[src/rtl/vec_uop_sequencer.sv]
// Vector issue-stage sequencer: splits one LMUL-grouped instruction
// into a valid/ready stream of per-register micro-ops.
module vec_uop_sequencer #(
    parameter int VLEN  = 64,
    parameter int NREGS = 32
) (
    input  logic                     clk,
    input  logic                     rst,
    input  logic                     in_valid,
    output logic                     in_ready,
    input  logic [$clog2(NREGS)-1:0] in_vs1,
    input  logic [$clog2(NREGS)-1:0] in_vs2,
    input  logic [$clog2(NREGS)-1:0] in_vd,
    input  logic [2:0]               in_op,
    input  logic [31:0]              in_scalar,
    input  logic [2:0]               in_sew,
    input  logic [2:0]               in_lmul,
    input  logic [8:0]               in_vl,
    output logic                     uop_valid,
    input  logic                     uop_ready,
    output logic [$clog2(NREGS)-1:0] uop_raA,
    output logic [$clog2(NREGS)-1:0] uop_raB,
    output logic [$clog2(NREGS)-1:0] uop_wa,
    output logic [2:0]               uop_op,
    output logic [31:0]              uop_scalar,
    output logic [2:0]               uop_sew,
    output logic [VLEN/8-1:0]        uop_byte_en,
    output logic [2:0]               uop_idx,
    output logic                     uop_first,
    output logic                     uop_last,
    output logic                     busy,
    output logic                     done,
    output logic                     illegal
);
    localparam int AW = $clog2(NREGS);
    localparam int BW = VLEN / 8;

    localparam logic [0:0] IDLE  = 1'b0;
    localparam logic [0:0] ISSUE = 1'b1;

    logic [0:0]    state;
    logic [AW-1:0] vs1_q, vs2_q, vd_q;
    logic [2:0]    op_q, sew_q, idx_q;
    logic [31:0]   scalar_q;
    logic [8:0]    rem_q;
    logic          done_q, illegal_q;

    // Decode of the offered instruction, used only on accept
    logic [3:0] in_epr;
    logic [6:0] vlmax;
    logic [2:0] grp_mask;
    logic       dec_illegal;

    always_comb begin
        in_epr   = 4'd8 >> in_sew[1:0];
        vlmax    = '0;
        grp_mask = '0;
        unique case (1'b1)
            !in_lmul[2]: begin
                vlmax    = 7'(in_epr) << in_lmul[1:0];
                grp_mask = 3'((4'd1 << in_lmul[1:0]) - 4'd1);
            end
            in_lmul == 3'b101: vlmax = 7'(in_epr >> 3);
            in_lmul == 3'b110: vlmax = 7'(in_epr >> 2);
            in_lmul == 3'b111: vlmax = 7'(in_epr >> 1);
            default:           vlmax = '0;
        endcase
        dec_illegal = in_sew[2]
                    | (in_lmul == 3'b100)
                    | (|((in_vs1[2:0] | in_vs2[2:0] | in_vd[2:0]) & grp_mask))
                    | (in_vl > {2'b00, vlmax});
    end

    logic          issuing;
    logic [3:0]    epr, act;
    logic [6:0]    nbytes;
    logic [BW:0]   be_mask;
    logic          last;

    always_comb begin
        issuing = (state == ISSUE);
        epr     = 4'd8 >> sew_q[1:0];
        act     = (rem_q <= 9'(epr)) ? rem_q[3:0] : epr;
        nbytes  = 7'(act) << sew_q[1:0];
        be_mask = ((BW+1)'(1) << nbytes) - (BW+1)'(1);
        last    = (rem_q <= 9'(epr));
    end

    assign in_ready    = !issuing;
    assign busy        = issuing;
    assign uop_valid   = issuing;
    assign done        = done_q;
    assign illegal     = illegal_q;
    // Data outputs read as zero whenever no micro-op is offered
    assign uop_raA     = issuing ? vs1_q + AW'(idx_q) : '0;
    assign uop_raB     = issuing ? vs2_q + AW'(idx_q) : '0;
    assign uop_wa      = issuing ? vd_q + AW'(idx_q)  : '0;
    assign uop_op      = issuing ? op_q     : '0;
    assign uop_scalar  = issuing ? scalar_q : '0;
    assign uop_sew     = issuing ? sew_q    : '0;
    assign uop_byte_en = issuing ? be_mask[BW-1:0] : '0;
    assign uop_idx     = issuing ? idx_q    : '0;
    assign uop_first   = issuing && (idx_q == 3'd0);
    assign uop_last    = issuing && last;

    always_ff @(posedge clk or posedge rst) begin
        if (rst) begin
            state     <= IDLE;
            vs1_q     <= '0;
            vs2_q     <= '0;
            vd_q      <= '0;
            op_q      <= '0;
            sew_q     <= '0;
            scalar_q  <= '0;
            rem_q     <= '0;
            idx_q     <= '0;
            done_q    <= 1'b0;
            illegal_q <= 1'b0;
        end else begin
            done_q    <= 1'b0;
            illegal_q <= 1'b0;
            if (state == IDLE) begin
                if (in_valid) begin
                    vs1_q    <= in_vs1;
                    vs2_q    <= in_vs2;
                    vd_q     <= in_vd;
                    op_q     <= in_op;
                    sew_q    <= in_sew;
                    scalar_q <= in_scalar;
                    rem_q    <= in_vl;
                    idx_q    <= '0;
                    if (dec_illegal)
                        illegal_q <= 1'b1;
                    else if (in_vl == 9'd0)
                        done_q <= 1'b1;
                    else
                        state <= ISSUE;
                end
            end else if (uop_ready) begin
                if (last) begin
                    state  <= IDLE;
                    done_q <= 1'b1;
                end else begin
                    idx_q <= idx_q + 3'd1;
                    rem_q <= rem_q - 9'(epr);
                end
            end
        end
    end
endmodule

[config.mk]
export PLATFORM = sky130hd
export DESIGN_NAME = vec_uop_sequencer
export DESIGN_NICKNAME = d
export VERILOG_FILES = /design/src/rtl/vec_uop_sequencer.sv
export SDC_FILE = /design/constraint.sdc
export NUM_CORES = 1
export LEC_CHECK = 0
export BUFFER_PORTS_ARGS = -buffer_cell sky130_fd_sc_hd__buf_4
export CAP_MARGIN = 20
export CORE_UTILIZATION = 55
export CTS_CLUSTER_SIZE = 12
export DETAILED_ROUTE_END_ITERATION = 12
export PLACE_DENSITY = 0.85
export SLEW_MARGIN = 20
export SYNTH_ARGS = -nofsm -noshare
export SYNTH_HDL_FRONTEND = slang
export SYNTH_SLANG_ARGS = --single-unit
[constraint.sdc]
create_clock -name clk -period 6.5 [get_ports clk]
set_input_delay 0.975 -clock clk [delete_from_list [all_inputs] [get_ports clk]]
set_output_delay 0.975 -clock clk [all_outputs]
set_load 0.01 [all_outputs]
### After elaboration in Yosys (flattened, before gate mapping)

Cells that the tools add are included.

| word-level totals | value |
|---|---|
| input bits | 69 |
| output and inout port bits | 71 |
| logic and storage cells | 83 |
| register bits after elaboration | 68 |

| operators by class | value |
|---|---|
| shift operators | 6 |
| bitwise logic cells | 7 |
| reductions and logical operators | 10 |
| $lt $le $gt $ge | 2 |
| equal/unequal tests | 6 |
| add/subtract/negate cells | 7 |
| mux-type cells | 34 |

Operators with widths:

| cell | count |
|---|---|
| 9-bit two-way mux | 4 |
| 32-bit two-way mux | 1 |
| 7-bit case mux with 4 select lines | 1 |
| 3-bit two-way mux | 8 |
| 5-bit by 3-bit adder with 5-bit output | 3 |
| 1-bit two-way mux | 15 |
| 5-bit two-way mux | 3 |
| 4-bit by 2-bit << shifter with 7-bit output | 2 |
| 3-bit equality test, second input constant | 4 |
| 9-bit by 7-bit > comparator with 1-bit output | 1 |
| 9-bit by 4-bit <= comparator with 1-bit output | 1 |
| 9-bit logical NOT | 1 |
| 9-bit by 4-bit subtractor with 9-bit output | 1 |
| 8-bit two-way mux | 1 |
| 1-bit by 7-bit << shifter with 8-bit output, first input constant | 1 |
| 4-bit by 2-bit right shift with 4-bit output, first input constant | 2 |
| 8-bit by 2-bit subtractor with 8-bit output, second input constant | 1 |
| 3-bit bitwise OR | 2 |
| 4-bit two-way mux | 1 |
| 2-bit != test, second input constant | 2 |
| 3-bit by 1-bit adder with 3-bit output, second input constant | 1 |
| 3-bit AND | 1 |
| 3-bit logical NOT | 1 |
| 1-bit bitwise OR | 3 |
| 9 further kinds | 11 |

### Logic depth before layout (Yosys ltp)

| logic depth | value |
|---|---|
| word-level depth | 10 |
| mapped depth | 13 |
| gate-level depth less buffers | 12 |

### Least setup slack after synthesis

Ideal clock, no wire load.

| timing | value |
|---|---|
| kind | register to output |
| from | register sew_q[0] |
| to | output port uop_byte_en[6] |
| setup slack | 2.709 ns |
| data arrival time | 2.816 ns |
| data required time | 5.525 ns |
| path buffers | 1 |
| cell stages (with the launch flop) | 14 |
| path through | dfrtp_1 -> buf_2 -> nand2b_1 -> ha_1 -> nor2b_1 -> nor4_1 -> o211ai_1 -> nor2_1 -> nand3_1 -> ha_1 -> nand2_1 -> o2111ai_1 -> or2_0 -> a31oi_1 |

| between the ends | value |
|---|---|
| longest elaborated chain between the ends | 7 |

Ends and longest elaborated chain:

| what | RTL line | text |
|---|---|---|
| start: declaration | 43 | `logic [2:0] op_q, sew_q, idx_q;` |
| start signal: assignment | 128 | `sew_q <= in_sew;` |
| 4-bit by 2-bit right shift with 4-bit output | 82 | `epr = 4'd8 >> sew_q[1:0];` |
| 9-bit by 4-bit <= comparator with 1-bit output | 83 | `act = (rem_q <= 9'(epr)) ? rem_q[3:0] : epr;` |
| 4-bit two-way mux | 83 |  |
| 4-bit by 2-bit << shifter with 7-bit output * | 84 | `nbytes = 7'(act) << sew_q[1:0];` |
| 1-bit by 7-bit << shifter with 8-bit output * | 85 | `be_mask = ((BW+1)'(1) << nbytes) - (BW+1)'(1);` |
| 8-bit by 2-bit subtractor with 8-bit output * | 85 |  |
| 8-bit two-way mux * | 101 | `assign uop_byte_en = issuing ? be_mask[BW-1:0] : '0;` |
| end: declaration | 27 | `output logic [VLEN/8-1:0] uop_byte_en,` |

Every way passes the cells marked *; elsewhere a longest branch is shown, timed or not.

### Final worst setup path

| timing | value |
|---|---|
| from | register sew_q[1] |
| to | output port uop_byte_en[6] |

Same word-level chain as after synthesis.

==> summary.txt <==
Outcome
  – Status: finished, final reports clean

GRT
  – Total GRT Usage: 28.6%
  – First-pass GRT wire length: 19000 um
  – Initial antenna violation count: 0
  – Number of global-route vias before repair: 4129
  – Largest net degree at the start of global routing: 71
  – Grt total ovfl: 0

CTS
  – CTS tree: built
  – TritonCTS Buffers: 9
  – CTS max path bufs: 2
  – # clock sinks: 68
  – Clock transition at path regs: 0.08 ns
  – Clock Latency Late Sink: 0.35 ns
  – Post-CTS Setup Inserts: 0
  – Number of hold buffers added after CTS: 0
  – Post-cts resize count: 0
  – H-tree Lvls: 3
  – Root Buffer: clkbuf_8

Placed design
  – Detailed placer's ending HPWL: 8140 um
  – I/O Buffers: 139
  – Placed Cells incl. Taps: 760
  – GP Congestion: 0.883
  – Placement Cell Area: 5470 um^2

Setup path
  – Data arrival, critical path: 3.69 ns
  – FF-to-FF End: rem_q[7]$_DFFE_PP0P_
  – Worst Path Buf+Inv: 1
  – Reg2reg path depth: 7
  – Worst Setup Path Type: flop to output port
  – Required @ worst endpoint: 5.52 ns
  – Slowest cell on crit path: dfrtp_1
  – Critical Path, Cell by Cell: or2_0, ha_1, nor4_1, o211ai_1, nor2_1, nand3_1, ha_1, nand2_1, o2111ai_1, or2_0, a31oi_1, buf_4
  – Critical path capture point type: output port
  – CP Max Fanout: 12
  – Largest stage delay on the critical path: 0.51 ns
  – Reg-to-reg critical path startpoint: sew_q[1]$_DFFE_PP0P_
  – Cell family with most CP delay: simple AND/OR/NAND/NOR gates
  – Reg2reg setup slack: 3.40 ns
  – CP startpoint kind: flop

Floorplanning
  – Starting density of the core: 56.8%
  – Chip Height: 91.1 um
  – Row count: 32
  – Core area: 7690 um^2
  – Die Area: 8300 um^2
  – Io pins: 140
  – Die width: 91.1 um

Synthesis
  – Mean Syn Cell Area: 8.00 um^2
  – Synth Net Count: 642
  – Area of the mapped netlist: 4370 um^2
  – Post-synth ARST share: 100%
  – Register area share after synthesis: 39.0%
  – Syn Inst Count: 546
  – Top FF cell, synth: dfrtp_1
  – Post-synth EDFFs: 0
  – Netlist cell types: 60
  – #FFs+latches synth: 68
  – Synth warnings: 0

STA
  – Pins Over Slew Limit: 0
  – Slew HR: 33.6%
  – Fmax: 0.215 GHz
  – Final min period: 4.66 ns
  – Unrepaired setup endpoints after global routing: no
  – Layout Skew: 0.0115 ns
  – Slew @ Worst Pin: 0.995 ns
  – Hold Fails Final Rpt: 0
  – Setup violations, final: 0
  – Tcrit/Tclk final: 71.7%
  – Setup TNS: 0 ns

Min path
  – Worst Hold End: scalar_q[4]$_DFFE_PP0P_
  – Hold path start: scalar_q[4]$_DFFE_PP0P_
  – Min-Delay Path Class: flop to flop
  – Worst Hold Path Cells: 2

Detailed routing
  – Drc violations: 0
  – Drt via density: 5.45
  – Post-DRT Antenna Nets: 0
  – DR pass1 iterations: 4
  – Wire per inst: 14.9 um
  – Via Count: 4231
  – Initial DRC Count: 238
  – WL final: 11500 um

Finish
  – Area grow syn2layout: 31.9%
  – Final cell count without fillers: 777
  – Share of layout cells above drive strength 1: 26.1%
  – # nets final: 766
  – Final Instance Area: 5760 um^2
  – Antenna cells: 0

Power and ir drop
  – Maximum VDD drop: 233 uV
  – Leakage Power: 3.02 nW
  – Power Dens Cells: 460 nW/um^2

Flow run
  – Max-Cap Viols: 0
cell type report:
type                       count  area [um^2]
clock buffer                   9          124
clock inverter                 7          146
timing repair buffer         143         1110
inverter                      14         52.6
tap                          102          128
fill                         572         1930
sequential                    68         1700
multi-input combinational    434         2500
per-layer routing:
metal	up-vias	global-route usage (%)	part of all wire, %
li1	2052	-	-
met1	1999	37.7	44
met2	164	46.2	48
met3	16	7.12	7.1
met4	0	9.66	1.5
met5	-	0	0
metrics by stage:
| stage | utilization [%] | hold slack, ns | power [W] | setup slack (ns) |
|---|---|---|---|---|
| after global routing | 74.9 | 0.487 | 0.00285 | 1.51 |
| after detailed placement | 71.1 | 0.454 | 0.00216 | 2.25 |
| after CTS | 74.6 | 0.473 | 0.00264 | 1.86 |
| after global placement | 70.8 | 0.448 | 0.00209 | 2.45 |
| final | 74.9 | 0.473 | 0.00265 | 1.84 |
| after floorplan | - | 0.437 | 0.00164 | 2.71 |
Yosys cell counts, types with 3 or more instances:
| cell type | instances | share of area [%] |
|---|---|---|
| a21o_1 | 7 | 1.2 |
| a21oi_1 | 23 | 2.6 |
| a2bb2oi_1 | 3 | 0.60 |
| and2_1 | 46 | 6.6 |
| buf_1 | 12 | 1.0 |
| buf_2 | 6 | 0.69 |
| clkbuf_1 | 11 | 0.95 |
| dfrtp_1 | 68 | 39 |
| fa_1 | 4 | 1.8 |
| ha_1 | 23 | 6.6 |
| inv_1 | 10 | 0.86 |
| inv_2 | 4 | 0.34 |
| mux2i_1 | 3 | 0.69 |
| nand2_1 | 181 | 16 |
| nand2b_1 | 6 | 0.86 |
| nand3_1 | 6 | 0.69 |
| nand4_1 | 4 | 0.57 |
| nor2_1 | 26 | 2.2 |
| nor2b_1 | 13 | 1.9 |
| nor3_1 | 12 | 1.4 |
| nor4_1 | 3 | 0.43 |
| o211ai_1 | 3 | 0.52 |
| o21ai_0 | 5 | 0.57 |
| o21ai_1 | 9 | 1.0 |
| o22ai_1 | 3 | 0.43 |
| or3_1 | 6 | 0.86 |
| xnor2_1 | 7 | 1.4 |
| xor2_1 | 3 | 0.60 |
sequential cells by signal (all words and copies together) (netlist names):
name / flops
vd_q: 5
scalar_q: 32
rem_q: 9
idx_q: 3
illegal: 1
op_q: 3
sew_q: 3
vs2_q: 5
busy: 1
vs1_q: 5
done: 1
worst max-delay path by stage:
stage                         start        endpoint  slack, ns  depth (start not counted)
3_5_place_dp   sew_q[1]$_DFFE_PP0P_  uop_byte_en[6]       2.25                         12
5_1_grt        sew_q[1]$_DFFE_PP0P_  uop_byte_en[6]       1.51                         12
3_3_place_gp   sew_q[1]$_DFFE_PP0P_  uop_byte_en[6]       2.45                         12
4_1_cts        sew_q[1]$_DFFE_PP0P_  uop_byte_en[6]       1.86                         12
2_1_floorplan  sew_q[0]$_DFFE_PP0P_  uop_byte_en[6]       2.71                         13
6_report       sew_q[1]$_DFFE_PP0P_  uop_byte_en[6]       1.84                         12
tightest hold or removal path: cells and delay by family, from the launching register on:
family,cells,cell delay [ns]
DFF,1,0.34
and+or+nand+nor,2,0.10
report_power, final:
| group | total [W] | switching, W | internal [W] | leakage, nW |
|---|---|---|---|---|
| Sequential | 0.000777 | 0.000164 | 0.000613 | 0.834 |
| Combinational | 0.00140 | 0.000757 | 0.000641 | 2.05 |
| Clock | 0.000474 | 0.000178 | 0.000296 | 0.134 |
kinds of logic after synthesis:
| kind of cell | after synthesis | synth area share [%] |
|---|---|---|
| and+or+nand+nor | 315 | 33.2 |
| AOI/OAI and AO/OA | 76 | 11.6 |
| DFF | 68 | 39.0 |
| buffers and inverters | 44 | 4.04 |
| adders and majority gates | 27 | 8.43 |
| xor gates and xnor gates | 10 | 2.01 |
| muxes | 6 | 1.72 |
placed cells by master (no fill, tap or decap), types with 2 or more instances in the layout:
cell	n
nand2_1	180
buf_4	141
dfrtp_1	67
and2_1	46
nor2_1	26
a21oi_1	23
ha_1	23
nor2b_1	12
nor3_1	12
inv_1	9
o21ai_1	9
clkbuf_8	9
a21o_1	7
xnor2_1	7
nand2b_1	6
nand3_1	6
or3_1	6
o21ai_0	5
inv_2	5
nand4_1	4
fa_1	4
bufinv_16	4
nor4_1	3
mux2i_1	3
a2bb2oi_1	3
o22ai_1	3
o211ai_1	3
xor2_1	3
o21a_1	2
nand3b_1	2
or2_0	2
mux2_2	2
a22oi_1	2
o21bai_1	2
o31ai_1	2
clkinv_4	2
Note: power is estimated with default switching activity, not from simulation.
